## src/rtl/drac_icache_pkg.sv

```systemverilog
// Shared types and sizes for the instruction-cache way controller.
// Holds array geometry, the controller state enum and the PLRU tree type.
package drac_icache_pkg;

   localparam int ICACHE_N_WAY = 4;
   localparam int ICACHE_DEPTH = 256;
   localparam int ADDR_WIDHT   = 8;
   localparam int SET_WIDHT    = 128;

   typedef enum logic {
      IDLE  = 1'b0,
      FLUSH = 1'b1
   } ctrl_state_t;

   // Tree bits packed as {b0, b1, b2}: b0 picks the half, b1/b2 pick within it.
   typedef logic [2:0] plru_t;

   // One-hot of the lowest-index clear bit; all zeros when every way is valid.
   function automatic logic [ICACHE_N_WAY-1:0] first_free_way(input logic [ICACHE_N_WAY-1:0] valid);
      first_free_way = '0;
      for (int i = ICACHE_N_WAY - 1; i >= 0; i--) begin
         if (!valid[i]) begin
            first_free_way    = '0;
            first_free_way[i] = 1'b1;
         end
      end
   endfunction

endpackage

```

## src/rtl/icache_plru_tree.sv

```systemverilog
// Combinational victim selection and access update for one 4-way 3-bit tree PLRU.
// Victim depends only on the current tree so it can feed access_way without a loop.
module icache_plru_tree
   import drac_icache_pkg::*;
(
   input  plru_t      state,
   input  logic [3:0] access_way,
   output logic [3:0] victim,
   output plru_t      next_state
);

   always_comb begin
      victim = 4'b0000;
      if (!state[2]) begin
         victim = state[1] ? 4'b0010 : 4'b0001;
      end else begin
         victim = state[0] ? 4'b1000 : 4'b0100;
      end
   end

   always_comb begin
      next_state = state;
      casez (access_way)
         4'b???1: begin next_state[2] = 1'b1; next_state[1] = 1'b1; end
         4'b??10: begin next_state[2] = 1'b1; next_state[1] = 1'b0; end
         4'b?100: begin next_state[2] = 1'b0; next_state[0] = 1'b1; end
         4'b1000: begin next_state[2] = 1'b0; next_state[0] = 1'b0; end
         default: next_state = state;
      endcase
   end

endmodule

```

## src/rtl/icache_way_ctrl.sv

```systemverilog
// Way sequencer/arbiter for the 4-way icache data array: valid bits, replacement, flush sweep.
// ICACHE_PLRU_EN selects per-set tree PLRU; otherwise a global 2-bit round-robin counter.
module icache_way_ctrl
   import drac_icache_pkg::*;
#(
   parameter int N_WAY  = ICACHE_N_WAY,
   parameter int DEPTH  = ICACHE_DEPTH,
   parameter int ADDR_W = ADDR_WIDHT,
   parameter int SET_W  = SET_WIDHT
) (
   input  logic              clk_i,
   input  logic              rst_i,
   input  logic              lookup_valid_i,
   input  logic [ADDR_W-1:0] lookup_addr_i,
   output logic              lookup_ready_o,
   input  logic              hit_valid_i,
   input  logic [ADDR_W-1:0] hit_addr_i,
   input  logic [N_WAY-1:0]  hit_way_i,
   input  logic              refill_valid_i,
   input  logic [ADDR_W-1:0] refill_addr_i,
   input  logic [SET_W-1:0]  refill_data_i,
   output logic              refill_ready_o,
   input  logic              flush_i,
   output logic              flush_busy_o,
   output logic              flush_done_o,
   output logic [N_WAY-1:0]  mem_req_o,
   output logic              mem_we_o,
   output logic [ADDR_W-1:0] mem_addr_o,
   output logic [SET_W-1:0]  mem_data_o,
   output logic [N_WAY-1:0]  victim_way_o,
   output logic [N_WAY-1:0]  valid_o
);

   ctrl_state_t       state_q, state_d;
   logic [ADDR_W-1:0] count_q;
   logic              last_set;
   logic [N_WAY-1:0]  valid_q [DEPTH];
   logic              rd_pend_q;

   logic              refill_acc, lookup_acc;
   logic [N_WAY-1:0]  set_valid, policy_victim, victim;
   logic              all_valid;

   assign last_set = (count_q == ADDR_W'(DEPTH - 1));

   always_ff @(posedge clk_i or posedge rst_i) begin
      if (rst_i) begin
         state_q <= IDLE;
         count_q <= '0;
      end else begin
         state_q <= state_d;
         if (state_q == FLUSH) begin
            count_q <= last_set ? '0 : count_q + 1'b1;
         end else begin
            count_q <= '0;
         end
      end
   end

   always_comb begin
      state_d        = state_q;
      refill_ready_o = 1'b0;
      lookup_ready_o = 1'b0;
      flush_busy_o   = 1'b0;
      flush_done_o   = 1'b0;
      case (state_q)
         IDLE: begin
            refill_ready_o = !flush_i && !rst_i;
            lookup_ready_o = !flush_i && !rst_i && !refill_valid_i;
            if (flush_i) state_d = FLUSH;
         end
         FLUSH: begin
            flush_busy_o = 1'b1;
            flush_done_o = last_set;
            if (last_set) state_d = IDLE;
         end
         default: state_d = IDLE;
      endcase
   end

   assign refill_acc = refill_valid_i && refill_ready_o;
   assign lookup_acc = lookup_valid_i && lookup_ready_o;
   assign set_valid  = valid_q[refill_addr_i];
   assign all_valid  = &set_valid;
   assign victim     = all_valid ? policy_victim : first_free_way(set_valid);

`ifdef ICACHE_PLRU_EN
   plru_t            plru_q [DEPTH];
   plru_t            refill_plru_next, hit_plru_next;
   logic [N_WAY-1:0] unused_hit_victim;

   icache_plru_tree u_refill_tree (
      .state      (plru_q[refill_addr_i]),
      .access_way (victim),
      .victim     (policy_victim),
      .next_state (refill_plru_next)
   );

   icache_plru_tree u_hit_tree (
      .state      (plru_q[hit_addr_i]),
      .access_way (hit_way_i),
      .victim     (unused_hit_victim),
      .next_state (hit_plru_next)
   );

   // Refill update is written last so it wins when both target the same set.
   always_ff @(posedge clk_i or posedge rst_i) begin
      if (rst_i) begin
         for (int i = 0; i < DEPTH; i++) plru_q[i] <= '0;
      end else if (state_q == FLUSH) begin
         plru_q[count_q] <= '0;
      end else begin
         if (hit_valid_i) plru_q[hit_addr_i] <= hit_plru_next;
         if (refill_acc)  plru_q[refill_addr_i] <= refill_plru_next;
      end
   end
`else
   logic [1:0] rr_q;
   logic       unused_hit;

   assign unused_hit    = ^{hit_valid_i, hit_addr_i, hit_way_i};
   assign policy_victim = N_WAY'(1) << rr_q;

   always_ff @(posedge clk_i or posedge rst_i) begin
      if (rst_i) begin
         rr_q <= '0;
      end else if (refill_acc && all_valid) begin
         rr_q <= rr_q + 1'b1;
      end
   end
`endif

   always_ff @(posedge clk_i or posedge rst_i) begin
      if (rst_i) begin
         for (int i = 0; i < DEPTH; i++) valid_q[i] <= '0;
      end else if (state_q == FLUSH) begin
         valid_q[count_q] <= '0;
      end else if (refill_acc) begin
         valid_q[refill_addr_i] <= set_valid | victim;
      end
   end

   always_ff @(posedge clk_i or posedge rst_i) begin
      if (rst_i) begin
         mem_req_o    <= '0;
         mem_we_o     <= 1'b0;
         mem_addr_o   <= '0;
         mem_data_o   <= '0;
         victim_way_o <= '0;
         valid_o      <= '0;
         rd_pend_q    <= 1'b0;
      end else begin
         mem_req_o <= '0;
         mem_we_o  <= 1'b0;
         rd_pend_q <= 1'b0;
         if (refill_acc) begin
            mem_req_o    <= victim;
            mem_we_o     <= 1'b1;
            mem_addr_o   <= refill_addr_i;
            mem_data_o   <= refill_data_i;
            victim_way_o <= victim;
         end else if (lookup_acc) begin
            mem_req_o  <= '1;
            mem_addr_o <= lookup_addr_i;
            rd_pend_q  <= 1'b1;
         end
         // Valid bits land one cycle after the array request, alongside the read data.
         if (rd_pend_q) valid_o <= valid_q[mem_addr_o];
      end
   end

endmodule
```

## config.mk

```make
export PLATFORM = sky130hd
export DESIGN_NAME = icache_way_ctrl
export DESIGN_NICKNAME = d
export VERILOG_FILES = /design/src/rtl/drac_icache_pkg.sv /design/src/rtl/icache_plru_tree.sv /design/src/rtl/icache_way_ctrl.sv
export SDC_FILE = /design/constraint.sdc
export NUM_CORES = 2
export LEC_CHECK = 0
export BUFFER_PORTS_ARGS = -buffer_cell sky130_fd_sc_hd__buf_4
export CAP_MARGIN = 10
export CELL_PAD_IN_SITES_DETAIL_PLACEMENT = 0
export CELL_PAD_IN_SITES_GLOBAL_PLACEMENT = 2
export CORE_MARGIN = 5
export CORE_UTILIZATION = 42
export DETAILED_ROUTE_END_ITERATION = 12
export GPL_TIMING_DRIVEN = 1
export PLACE_DENSITY_LB_ADDON = 0.1
export SLEW_MARGIN = 15
export SYNTH_ARGS = -nofsm -noshare
export SYNTH_HDL_FRONTEND = slang
export SYNTH_SLANG_ARGS = --single-unit
```

## constraint.sdc

```tcl
create_clock -name clk_i -period 50.1 [get_ports clk_i]
set_clock_uncertainty 0.05 [all_clocks]
set_input_delay 7.515 -clock clk_i [delete_from_list [all_inputs] [get_ports clk_i]]
set_output_delay 7.515 -clock clk_i [all_outputs]
set_load 0.01 [all_outputs]
```

* Yosys cells after proc, flatten, opt, wreduce, memory -nomap -nowiden
Index checks and enable logic that the tools add are counted.
** Operators by class
- $lt $le $gt $ge :: 5
- Bitwise operators :: 7
- Add/sub/neg operators :: 2
- Reduce and logical (&&, ||, !) cells :: 13
- Shift operators :: 1
- Multiplexer cells :: 34
- Eq/ne operators :: 1
** Operator list (number)
- $mux 1024 :: 2
- $and 1024x1024->1024 :: 1
- $bwmux 1024 :: 1
- $not 1024->1024 :: 1
- $bmux 4 s8 :: 2
- $demux 4 s8 :: 2
- $mux 4 :: 13
- $mux 8 :: 4
- $ge 9x9->1 const B :: 3
- $not 8->9 :: 3
- $lt 9x1->1 const B :: 2
- $mux 1 :: 9
- $add 8x1->8 const B :: 1
- $eq 8x8->1 const B :: 1
- $logic_and 1x1->1 :: 7
- $or 4x4->4 :: 1
- $reduce_and 4->1 :: 1
- $reduce_bool 2->1 :: 2
- $shl 1x2->4 const A :: 1
- $logic_not 1->1 :: 3
- $add 2x1->2 const B :: 1
- $pmux 1 s2 :: 1
- $not 1->1 :: 1
** Storage, ports and cells
- Input port bits :: 162
- Bits in registers :: 1185
- Output and inout port bits :: 153

* Depth between registers and ports, before layout
- Depth after elaboration :: 13
- Depth in mapped cells :: 17
- Mapped depth without buffers :: 9

* Least setup slack after synthesis
Ideal clock, no wire load.
- Path kind :: input to output
- From :: input port refill_valid_i
- To :: output port lookup_ready_o
- Stages on the path :: 1
- Path slack :: 34.544 ns
- Required time :: 42.535 ns
- Arrival :: 7.991 ns
- Cell sequence :: nor4_1
** On the way
- Cells in the longest elaborated chain, start to end :: 3
** Ends and longest elaborated chain
- from (decl) :: line icache_way_ctrl.sv:19 : input logic refill_valid_i,
- $logic_not 1->1 :: line icache_way_ctrl.sv:69 : lookup_ready_o = !flush_i && !rst_i && !refill_valid_i;
- $logic_and 1x1->1 :: line icache_way_ctrl.sv:69
- $mux 1 :: line icache_way_ctrl.sv:66 : case (state_q)
- to (decl) :: line icache_way_ctrl.sv:15 : output logic lookup_ready_o,
Every way passes these cells.

* Final worst setup path
- From :: input port rst_i
- To :: output port refill_ready_o
** On the way
- Cells in the longest elaborated chain, start to end :: 3
** Ends and longest elaborated chain
- from (decl) :: line icache_way_ctrl.sv:12 : input logic rst_i,
- $logic_not 1->1 (no line)
- $logic_and 1x1->1 :: line icache_way_ctrl.sv:68 : refill_ready_o = !flush_i && !rst_i;
- $mux 1 :: line icache_way_ctrl.sv:66
- to (decl) :: line icache_way_ctrl.sv:22 : output logic refill_ready_o,
Every way passes these cells.

==> reports/results.env <==
STATUS='complete, no violations'
POST_CTS.REPAIR.SETUP_BUFFERS=0
CTS_RESIZED=0
SYNTH-SEQ-CELLS=1185
CORE_UM2=148000
SYNTH-EDFF-COUNT=0
WORSTSETUPSTARTPOINTTYPE='input port'
CTS_MAX_LEVEL=4
POST-SYNTH-TOP-COUNT-CELL='nand2_1'
NETS=6029
CTS_TREE='built'
TIMING_WORST_SETUP_PATH_TYPE='in -> out'
LIBRARY_CELL_OCCUPYING_THE_MOST_AREA_IN_THE_POST_SYNTHESIS_NETLIST='dfrtp_1'
POST-ROUTE-DRC-COUNT=0
P_LEAK_nW=29.6
DIE-AREA_UM2=157000
MIN_PERIOD_OVER_PERIOD_PCT=31.5
TIMING.RR.START='mem_addr_o[0]'
GRT_PASS1_VIAS=51300
CTS_BUFFERS=142
HOLD_VIOLATIONS=0
RSZ0062_AT_GRT='no'
CLK_TRANSITION_REPORTED_PATHS_NS=0.06
FINALSETUPVIOLCOUNT=0
TIMING.FINAL.CRIT_PERIOD_NS=15.79
FINAL_NON_FILLER_CELL_TOTAL=7906
ROUTED-VIA-COUNT=52800
CLASS_OF_THE_MOST_CRITICAL_HOLD_TIMING_PATH='reg -> reg'
R2R-END='valid_o[0]'
YOSYSWARNINGCOUNT=0
FLOORPLAN.DIE.HEIGHT_UM=396
FLOORPLAN.DIE.WIDTH_UM=396
SYNTH_CELLS=5720
CLOCK.FMAX_MHz=63.3
GRT_OVERFLOW=0
LAYOUT-DRIVE-GT1-SHARE_PCT=22.6
CTS-ROOT-TO-SINK-BUFFERS=3
WORSTPATHCELLLIST='buf_4 -> nor3_1 -> buf_4'
CTS.ROOT.BUFFER_CELL='clkbuf_16'
ANT_NETS=0
CRITICAL_PATH.ENDPOINT_TYPE='primary output'
VIAS_PER_CELL=6.68
MAXCAPVIOLCOUNT=0
SYNTHARSTFLOPSHARE_PCT=100
CTS_SINKS=1185
IO_BUFFER_COUNT=301
SYN_AVG_CELL_AREA_UM2=10.9
WORSTSETUPSTARTPOINT='rst_i'
INITIAL_UTILIZATION_PCT=42.3
SYNTH_FF_TYPE='dfrtp_1'
ANTENNA_FOUND_INITIAL=21
FINAL_MAX_SLEW_VIOL_COUNT=0
TRACK_USAGE_PCT=34.6
SLEW_HEADROOM_PCT=12.8
DR.FIRST_ITER.DRC_COUNT=6757
GRT_START_MAX_NET_PINS=152
MAPPEDNETLISTNETS=5890
RRSETUPSLACK_NS=43.73
SYNTH.LIB_CELLS_USED.DISTINCT=60
TOTALWIRELENGTH_MM=274
DP_HPWL_MM=180
CLOCK_LATENCY_NS=0.80
PLACED_CELLS=7644
REG2REG_DEPTH=8
PLACEMENTROWS=141
LEADING_POST_SYNTHESIS_CELLS_BY_CELL_AREA='dfrtp_1 (47%), mux4_2 (21%), nand2_1 (7.3%), o21ai_0 (4.8%), nand3_1 (3.7%)'
SYNTHDOMINANTCELLAREASHARE_PCT=47.4
POST_DRT_WL_PER_CELL_UM=34.6
YS_SEQ_AREA_SHARE_PCT=47.4
WORST_SLEW_PIN_SLEW_NS=1.31
GLOBAL_ROUTE_WIRE_LENGTH_BEFORE_REPAIR_MM=391
POST_SYNTH_DESIGN_CELL_AREA_UM2=62600
CRIT_TOP_CELL='buf_4'
CRITICAL_PATH_PEAK_FANOUT=3
CRITICAL_PATH.ENDPOINT='refill_ready_o'
WORST_EP_ARRIVAL_TIME_NS=8.23
MAX-VDD-IR-DROP_uV=30.8
DRTPASS1ITERATIONS=7
TOTAL_POWER_OF_THE_FINAL_LAYOUT_W=0.00257
GP_CONGESTION=0.943
REQUIRED_ARRIVAL_TIME_AT_THE_WORST_ENDPOINT_NS=42.53
CTS_HOLD_REPAIR.BUFFERS=0
TOP_CELL_TYPES_BY_OCCURRENCE_AFTER_SYNTHESIS='nand2_1 (1216), dfrtp_1 (1185), o21ai_0 (595)'
FIN_SETUP_TNS_NS=0
CRIT_PATH_TOP_DELAY_CELL='nor3_1'
SLOWEST_DELAY_NS=0.37
IOS=315
SYN2LAYOUT_AREA_GROWTH_PCT=14.3
POWER.DENSITY_CELL_AREA_nW_PER_UM2=35.9
registers in the layout, indices dropped and copies added (netlist names):
signal and cells:
victim_way_o 4, count_q 8, mem_data_o 128, state_q 1
rr_q 2, valid_q 1024, rd_pend_q 1, mem_addr_o 8
mem_req_o 4, valid_o 4, mem_we_o 1
logic make-up after synthesis:
| logic type | after synthesis | synth area share (%) |
|---|---|---|
| and+or+nand+nor | 2097 | 14.1 |
| adders and majority gates | 8 | 0.160 |
| buffers and inverters | 467 | 3.48 |
| AOI/OAI and AO/OA | 1320 | 12.8 |
| xor gates and xnor gates | 7 | 0.0980 |
| DFF | 1185 | 47.4 |
| muxes | 636 | 22.0 |
worst min-delay path by stage:
| stage | startpoint | to | slack (ns) | cells past startpoint |
|---|---|---|---|---|
| final | mem_data_o[95] | mem_data_o[95] | 0.42 | 2 |
| after detailed placement | mem_data_o[102] | mem_data_o[102] | 0.41 | 2 |
| after CTS | mem_data_o[102] | mem_data_o[102] | 0.43 | 2 |
| after global placement | mem_data_o[57] | mem_data_o[57] | 0.41 | 2 |
| after floorplan | valid_q[744] | valid_q[744] | 0.41 | 2 |
| after global routing | mem_data_o[102] | mem_data_o[102] | 0.44 | 2 |
stage by stage:
step	hold WS, ns	instance area, um^2	setup WS [ns]	utilization (%)
after floorplan	0.407	62600	9.15	-
after global placement	0.411	66600	34.33	45.1
after detailed placement	0.413	66600	34.30	45.1
after CTS	0.428	71400	34.30	48.3
after global routing	0.443	71400	34.29	48.3
final	0.423	71500	34.31	48.3
final cells by class:
class	count	area [um^2]
fill	13600	76400
multi-input combinational	4068	31000
sequential	1185	29700
clock buffer	211	4300
timing repair buffer	451	3460
tap	1930	2410
clock inverter	38	515
inverter	11	53.8
antenna	12	30.0
worst max-delay path, delay by kind of cell:
kind	cells	cell delay, ns
buf+inv	2	0.34
simple gates	1	0.37
per-layer routing:
| metal | share of wire [%] | wire [um] | vias up | global-route usage (%) |
|---|---|---|---|---|
| met5 | 0.13 | 344 | - | 0 |
| met4 | 4.9 | 13400 | 16 | 15.3 |
| met3 | 11 | 31400 | 618 | 11.3 |
| met2 | 44 | 120000 | 3186 | 50.4 |
| met1 | 40 | 109000 | 27500 | 47.5 |
| li1 | - | - | 21500 | - |
power by group:
part           switching, W  internal [W]  leakage [nW]  total [W]
registers         0.0000525       0.00101          15.8    0.00106
clock network      0.000439      0.000652          2.38    0.00109
logic              0.000285      0.000132          11.4   0.000417
total              0.000776       0.00179          29.6    0.00257
layout by cell type (no fill, tap or decap), drive strengths merged, types with 15 or more instances in the layout:
| master | n |
|---|---|
| dfrtp | 1185 |
| a31oi | 15 |
| o31ai | 76 |
| mux4 | 589 |
| nor4 | 16 |
| o21ai | 642 |
| nor2 | 266 |
| clkinv | 22 |
| nand2 | 1216 |
| and2 | 31 |
| nand3 | 466 |
| buf | 450 |
| nand2b | 18 |
| nor3 | 25 |
| mux2i | 32 |
| nor2b | 21 |
| a22oi | 164 |
| mux2 | 15 |
| a21oi | 224 |
| clkbuf | 212 |
| a32o | 51 |
| a22o | 94 |
Note: power is estimated with default switching activity, not from simulation.
